`src/rtl/sha256_pkg.sv`:
```
// Shared constants and FSM state encoding for the SHA-256 padder and hash core.
package sha256_pkg;

  localparam int unsigned BLOCK_BITS  = 512;
  localparam int unsigned BLOCK_BYTES = 64;
  localparam int unsigned LEN_BYTE0   = 56;
  localparam int unsigned LEN_BITS    = 64;
  localparam int unsigned IDX_W       = 6;
  localparam logic [7:0]  PAD_BYTE    = 8'h80;

  typedef enum logic [2:0] {
    S_FILL       = 3'd0,
    S_SEND       = 3'd1,
    S_SEND_SPILL = 3'd2,
    S_TAIL       = 3'd3,
    S_SEND_FINAL = 3'd4
  } pad_state_t;

  // Bit offset of the LSB of block byte k; byte 0 sits at the top of the block.
  function automatic int unsigned byte_lsb(input logic [IDX_W-1:0] k);
    return (BLOCK_BYTES - 1 - int'(k)) * 8;
  endfunction

endpackage

```
`src/rtl/sha256_stream_padder_if.sv`:
```
// Byte-stream input and padded-block output handshakes of the SHA-256 padder.
interface sha256_stream_padder_if;
  import sha256_pkg::*;

  logic                  in_valid;
  logic                  in_ready;
  logic [7:0]            in_data;
  logic                  in_last;
  logic                  in_empty;
  logic                  blk_valid;
  logic                  blk_ready;
  logic [BLOCK_BITS-1:0] blk_data;
  logic                  blk_first;
  logic                  blk_last;

  // Padder side
  modport slave (
    input  in_valid, in_data, in_last, in_empty, blk_ready,
    output in_ready, blk_valid, blk_data, blk_first, blk_last
  );

  // Message source / block consumer side
  modport master (
    output in_valid, in_data, in_last, in_empty, blk_ready,
    input  in_ready, blk_valid, blk_data, blk_first, blk_last
  );
endinterface

```
`src/rtl/sha256_block_buf.sv`:
```
// 64-byte block register: byte write, pad-marker write, length-field load, clear.
module sha256_block_buf
  import sha256_pkg::*;
(
  input  logic                  clk,
  input  logic                  reset,
  input  logic                  i_clr,
  input  logic                  i_wr_en,
  input  logic [IDX_W-1:0]      i_wr_idx,
  input  logic [7:0]            i_wr_data,
  input  logic                  i_mark_en,
  input  logic [IDX_W-1:0]      i_mark_idx,
  input  logic                  i_len_en,
  input  logic [LEN_BITS-1:0]   i_len,
  output logic [BLOCK_BITS-1:0] o_data
);

  localparam int unsigned LEN_LSB_BITS = (BLOCK_BYTES - LEN_BYTE0) * 8;

  logic [BLOCK_BITS-1:0] r_buf;

  // The marker lands on the byte after the data byte, so both writes never collide.
  always_ff @(posedge clk) begin
    if (reset || i_clr) begin
      r_buf <= '0;
    end else begin
      if (i_wr_en)   r_buf[byte_lsb(i_wr_idx) +: 8]   <= i_wr_data;
      if (i_mark_en) r_buf[byte_lsb(i_mark_idx) +: 8] <= PAD_BYTE;
      if (i_len_en)  r_buf[LEN_LSB_BITS-1:0]         <= i_len;
    end
  end

  assign o_data = r_buf;

endmodule

```
`src/rtl/sha256_stream_padder.sv`:
```
// Packs a byte stream into FIPS 180-4 padded 512-bit blocks for the hash core.
module sha256_stream_padder
  import sha256_pkg::*;
#(
  parameter int unsigned CNT_W = 61
) (
  input  logic                   clk,
  input  logic                   reset,
  sha256_stream_padder_if.slave  bus
);

  localparam int unsigned P_W = IDX_W + 1;

  pad_state_t         r_state, w_state_nxt;
  logic [P_W-1:0]     r_idx, w_idx_nxt;
  logic [CNT_W-1:0]   r_cnt, w_cnt_nxt;
  logic               r_tail_mark, w_tail_mark_nxt;
  logic               r_first_pend, w_first_pend_nxt;

  logic               w_beat;
  logic               w_has_byte;
  logic [P_W-1:0]     w_p;
  logic [CNT_W-1:0]   w_cnt_inc;
  logic               w_clr;
  logic               w_wr_en;
  logic               w_mark_en;
  logic [IDX_W-1:0]   w_mark_idx;
  logic               w_len_en;
  logic [LEN_BITS-1:0] w_len;
  logic               w_sending;

  assign w_sending  = (r_state == S_SEND) || (r_state == S_SEND_SPILL) ||
                      (r_state == S_SEND_FINAL);
  assign bus.in_ready  = (r_state == S_FILL) && !reset;
  assign bus.blk_valid = w_sending;
  assign bus.blk_first = r_first_pend && w_sending;
  assign bus.blk_last  = (r_state == S_SEND_FINAL);

  assign w_beat     = bus.in_valid && bus.in_ready;
  assign w_has_byte = !bus.in_empty;
  assign w_p        = r_idx + P_W'(w_has_byte);
  assign w_cnt_inc  = r_cnt + CNT_W'(w_has_byte);

  always_ff @(posedge clk) begin
    if (reset) begin
      r_state      <= S_FILL;
      r_idx        <= '0;
      r_cnt        <= '0;
      r_tail_mark  <= 1'b0;
      r_first_pend <= 1'b1;
    end else begin
      r_state      <= w_state_nxt;
      r_idx        <= w_idx_nxt;
      r_cnt        <= w_cnt_nxt;
      r_tail_mark  <= w_tail_mark_nxt;
      r_first_pend <= w_first_pend_nxt;
    end
  end

  // Next state plus buffer controls; length field is the bit count {bytes,3'b000}.
  always_comb begin
    w_state_nxt      = r_state;
    w_idx_nxt        = r_idx;
    w_cnt_nxt        = r_cnt;
    w_tail_mark_nxt  = r_tail_mark;
    w_first_pend_nxt = r_first_pend;
    w_clr            = 1'b0;
    w_wr_en          = 1'b0;
    w_mark_en        = 1'b0;
    w_mark_idx       = w_p[IDX_W-1:0];
    w_len_en         = 1'b0;
    w_len            = LEN_BITS'({w_cnt_inc, 3'b000});

    case (r_state)
      S_FILL: begin
        if (w_beat) begin
          w_wr_en   = w_has_byte;
          w_idx_nxt = w_p;
          w_cnt_nxt = w_cnt_inc;
          if (bus.in_last) begin
            if (w_p <= P_W'(LEN_BYTE0 - 1)) begin
              w_mark_en   = 1'b1;
              w_len_en    = 1'b1;
              w_state_nxt = S_SEND_FINAL;
            end else if (w_p <= P_W'(BLOCK_BYTES - 1)) begin
              w_mark_en       = 1'b1;
              w_tail_mark_nxt = 1'b0;
              w_state_nxt     = S_SEND_SPILL;
            end else begin
              w_tail_mark_nxt = 1'b1;
              w_state_nxt     = S_SEND_SPILL;
            end
          end else if (w_p == P_W'(BLOCK_BYTES)) begin
            w_state_nxt = S_SEND;
          end
        end
      end
      S_SEND: begin
        if (bus.blk_ready) begin
          w_clr            = 1'b1;
          w_idx_nxt        = '0;
          w_first_pend_nxt = 1'b0;
          w_state_nxt      = S_FILL;
        end
      end
      S_SEND_SPILL: begin
        if (bus.blk_ready) begin
          w_clr            = 1'b1;
          w_first_pend_nxt = 1'b0;
          w_state_nxt      = S_TAIL;
        end
      end
      S_TAIL: begin
        w_mark_en   = r_tail_mark;
        w_mark_idx  = '0;
        w_len_en    = 1'b1;
        w_len       = LEN_BITS'({r_cnt, 3'b000});
        w_state_nxt = S_SEND_FINAL;
      end
      S_SEND_FINAL: begin
        if (bus.blk_ready) begin
          w_clr            = 1'b1;
          w_idx_nxt        = '0;
          w_cnt_nxt        = '0;
          w_first_pend_nxt = 1'b1;
          w_state_nxt      = S_FILL;
        end
      end
      default: w_state_nxt = S_FILL;
    endcase
  end

  sha256_block_buf u_buf (
    .clk        (clk),
    .reset      (reset),
    .i_clr      (w_clr),
    .i_wr_en    (w_wr_en),
    .i_wr_idx   (r_idx[IDX_W-1:0]),
    .i_wr_data  (bus.in_data),
    .i_mark_en  (w_mark_en),
    .i_mark_idx (w_mark_idx),
    .i_len_en   (w_len_en),
    .i_len      (w_len),
    .o_data     (bus.blk_data)
  );

endmodule

```
`src/flat_wrapper.sv`:
```
// flat-port wrapper written by rule: the top's interface ports become plain ports
module sha256_stream_padder_flat import sha256_pkg::*;
#(
  parameter int unsigned CNT_W = 61
)
  (clk, reset, bus_in_valid, bus_in_data, bus_in_last, bus_in_empty, bus_blk_ready, bus_in_ready, bus_blk_valid, bus_blk_data, bus_blk_first, bus_blk_last);
  sha256_stream_padder_if bus_i ();
  input  logic clk;
  input  logic reset;
  input wire logic [$bits(bus_i.in_valid)-1:0] bus_in_valid;
  input wire logic [$bits(bus_i.in_data)-1:0] bus_in_data;
  input wire logic [$bits(bus_i.in_last)-1:0] bus_in_last;
  input wire logic [$bits(bus_i.in_empty)-1:0] bus_in_empty;
  input wire logic [$bits(bus_i.blk_ready)-1:0] bus_blk_ready;
  output wire logic [$bits(bus_i.in_ready)-1:0] bus_in_ready;
  output wire logic [$bits(bus_i.blk_valid)-1:0] bus_blk_valid;
  output wire logic [$bits(bus_i.blk_data)-1:0] bus_blk_data;
  output wire logic [$bits(bus_i.blk_first)-1:0] bus_blk_first;
  output wire logic [$bits(bus_i.blk_last)-1:0] bus_blk_last;
  assign bus_i.in_valid = bus_in_valid;
  assign bus_i.in_data = bus_in_data;
  assign bus_i.in_last = bus_in_last;
  assign bus_i.in_empty = bus_in_empty;
  assign bus_i.blk_ready = bus_blk_ready;
  assign bus_in_ready = bus_i.in_ready;
  assign bus_blk_valid = bus_i.blk_valid;
  assign bus_blk_data = bus_i.blk_data;
  assign bus_blk_first = bus_i.blk_first;
  assign bus_blk_last = bus_i.blk_last;
  sha256_stream_padder #(.CNT_W(CNT_W)) u_core (.clk(clk), .reset(reset), .bus(bus_i));
endmodule
```
`config.mk`:
```
export PLATFORM = sky130hd
export DESIGN_NAME = sha256_stream_padder_flat
export DESIGN_NICKNAME = d
export VERILOG_FILES = /design/src/rtl/sha256_pkg.sv /design/src/rtl/sha256_stream_padder_if.sv /design/src/rtl/sha256_block_buf.sv /design/src/rtl/sha256_stream_padder.sv /design/src/flat_wrapper.sv
export SDC_FILE = /design/constraint.sdc
export NUM_CORES = 1
export LEC_CHECK = 0
export BUFFER_PORTS_ARGS = -buffer_cell sky130_fd_sc_hd__buf_2
export CAP_MARGIN = 25
export CELL_PAD_IN_SITES_DETAIL_PLACEMENT = 0
export CELL_PAD_IN_SITES_GLOBAL_PLACEMENT = 1
export CORE_UTILIZATION = 44
export DETAILED_ROUTE_END_ITERATION = 8
export PLACE_DENSITY = 0.93
export SKIP_LAST_GASP = 1
export SYNTH_ARGS = -nofsm -noshare
export SYNTH_HDL_FRONTEND = slang
export SYNTH_SLANG_ARGS = --single-unit
```
`constraint.sdc`:
```
create_clock -name clk -period 11.2 [get_ports clk]
set_input_delay 1.68 -clock clk [delete_from_list [all_inputs] [get_ports clk]]
set_output_delay 1.68 -clock clk [all_outputs]
set_load 0.01 [all_outputs]
```
==> reports/qor.yml <==
final_layout:
  final_area_um2: 32260
  fill_cells: 5762
  final_common_cell: "nor2_1"
  drive_gt1_share_pct: 20.97
  syn_to_final_growth_pct: 19.29
  mostFrequentLayoutCells: "nor2_1, dfxtp_1, buf_2"
  nNetsFinal: 3787
critical_path:
  cp-start-kind: "input port"
  crit_type: "in2reg"
  worstSetupEndpointType: "register"
  startpoint: "bus_in_empty"
  ff2ff_path_depth: 10
  arrival_ps: 6130
  critPathMaxFanout: 21
  required_ps: 11680
  rr_endpoint: "u_core.u_buf.o_data[409]"
  crit_end: "u_core.u_buf.o_data[30]"
  timing.rr.start: "u_core.r_state[2]"
  r2r_slack_ps: 6230
global_route:
  grt_max_degree: 99
  antenna_found_initial: 5
  overflow: 0
  grt_pass1_wl_um: 162000
  first_global_vias: 24900
  grt_usage_pct: 33.88
yosys:
  synthCells: 3344
  yosysWarningCount: 0
  yosys.cell_types.count: 88
  synth_edf_count: 0
  yosysSeqAreaShare_pct: 43.31
  syn_area_um2: 27040
  synthArstFlopShare_pct: 0
  synth-seq-cells: 585
  synth.avg_cell_area_um2: 8.087
  synth_fp_nets: 3369
  synth-main-ff-cell: "dfxtp_1"
detailed_routing:
  postRouteAntennaNets: 0
  first_pass_iters: 5
  drc: 0
  wl_um: 111400
  drtIter0Drc: 3394
  routedWlPerCell_um: 24.24
  vias: 27790
  via_per_inst: 6.047
floorplan:
  initial_core_util_pct: 44.64
  std_cell_rows: 90
  die_w_um: 249.9
  core_um2: 60580
  die-area_um2: 62460
  io_pins: 530
  die_y_um: 249.9
clock_network:
  clock_sinks: 585
  cts.clk_slew.worst_paths_ps: 60
  numCtsBuffers: 59
  clk_latency_ps: 630
  ctsRootBufferMaster: "clkbuf_16"
  cts_tree: "done"
  ctsHoldBuffers: 0
  cts_resized: 0
  post_cts_buffers: 0
  h-tree-depth: 2
  clock_path_buffers: 3
placement:
  place.gp.congestion: 0.9639
  io_buffers: 529
  placedInstanceArea_um2: 30140
  hpwl_um: 79700
timing:
  fin_tns_setup_ps: 0
  fmax_ghz: 0.1768
  maxSlewViolCount: 0
  finalCritPeriodShare_pct: 50.49
  tightest_slew_ps: 1155
  rsz0062_at_grt: "false"
  slew_headroom_pct: 22.42
  setup_viol: 0
  timing.final.crit_period_ps: 5655
  finalHoldViolCount: 0
  finalClockSkew_ps: 17.54
min_path:
  hold_path_class: "reg2reg"
power:
  ir_drop_mv: 0.1207
  power_leakage_nw: 12.63
  power_density_nw_per_um2: 139.1
outcome:
  status: "finished, final reports clean"
run:
  max_cap_violations: 0
==> worst max-delay path: stages <==
cell and delay [ps]:
buf_2 70, inv_1 130, ha_1 320, ha_1 390
nand2_1 110, a2111oi_0 600, nor2_1 80, nor2_1 120
ha_1 680, nand2_1 210, nor2_4 260, nand2_1 580
o21ai_1 730, o22ai_1 160
==> routing by layer <==
layer  wire length [um]  track usage [%]  vias to the layer above
li1                   -                -                    12720
met1              45040            43.82                    13360
met2              51520            55.32                     1448
met3               9855            6.352                      259
met4               4992            13.86                        2
met5                  9                0                        -
==> power breakdown <==
group          internal [mW]  total [mW]  leakage (nW)  switching, mW
logic                 0.0417       0.229          6.89          0.188
clock network           1.29        2.17          1.03          0.880
registers               2.08        2.09          4.71        0.00443
total                   3.41        4.49          12.6           1.07
==> cell families after synthesis <==
kind of cell,share of synthesized area [%]
buffers and inverters,3.632
AOI/OAI and AO/OA,16.35
xor gates and xnor gates,0.6338
DFF,43.31
adders and majority gates,0.5089
muxes,10.05
and+or+nand+nor,25.52
==> final cells by class <==
cell class	instances	area (um2)	area share, %
diodes	4	10.01	0.03103
flip-flops and latches	585	11710	36.30
clock buffers	85	1714	5.313
inverters	24	90.09	0.2792
well taps	782	978.4	3.033
repair buffers	570	2950	9.145
clock inverters	24	386.6	1.198
multi-input cells	2522	14420	44.70
==> Yosys cell counts, types with 11 or more instances <==
master	instances	share of area, %
a21o_1	12	0.33
and3_1	34	0.79
nor2_2	25	0.58
and4_1	14	0.45
o21ai_0	161	3.0
a31oi_1	26	0.60
nand3_1	125	2.3
nand4_1	52	1.2
mux2_2	45	1.9
buf_2	33	0.61
a22oi_1	19	0.53
ha_1	11	0.51
a221oi_1	12	0.39
clkbuf_1	159	2.2
o22ai_1	16	0.37
and2_1	42	0.97
nor2_1	593	8.2
nor3_1	149	2.8
o21ai_1	48	0.89
o211ai_1	15	0.42
inv_1	24	0.33
a21oi_1	359	6.6
o311a_1	22	0.81
nor4_1	32	0.74
dfxtp_1	585	43
nand2_1	286	4.0
or3_1	34	0.79
a31o_2	11	0.36
mux2i_1	221	8.2
a311oi_1	12	0.39
==> worst min-delay path by stage <==
stage / from / cells past startpoint / slack [ps] / to
after global placement: u_core.u_buf.o_data[218] / 2 / 440 / u_core.u_buf.o_data[218]
after CTS: u_core.u_buf.o_data[152] / 2 / 450 / u_core.u_buf.o_data[152]
after floorplan: u_core.r_first_pend / 1 / 450 / u_core.r_first_pend
after detailed placement: u_core.u_buf.o_data[152] / 2 / 440 / u_core.u_buf.o_data[152]
after global routing: u_core.u_buf.o_data[347] / 2 / 460 / u_core.u_buf.o_data[347]
final: u_core.u_buf.o_data[485] / 2 / 450 / u_core.u_buf.o_data[485]
==> metrics by stage <==
stage,util [%],power [mW],setup WS (ps),std cells,hold slack (ps)
after global placement,49.75,2.353,5180,4481,439.1
after CTS,53.22,4.477,5724,4590,452.2
final,53.25,4.487,5545,4596,451.4
after global routing,53.24,4.585,5309,4594,464.0
after detailed placement,49.75,2.353,5116,4481,442.4
after floorplan,-,2.269,6462,3344,447.5
==> flip-flops by register name (all words and copies together), names as in the netlist <==
signal / count
u_core.r_cnt: 61
u_core.r_first_pend: 1
u_core.r_idx: 7
u_core.r_state: 3
u_core.r_tail_mark: 1
u_core.u_buf.o_data: 512
Note: power is estimated with default switching activity, not from simulation.
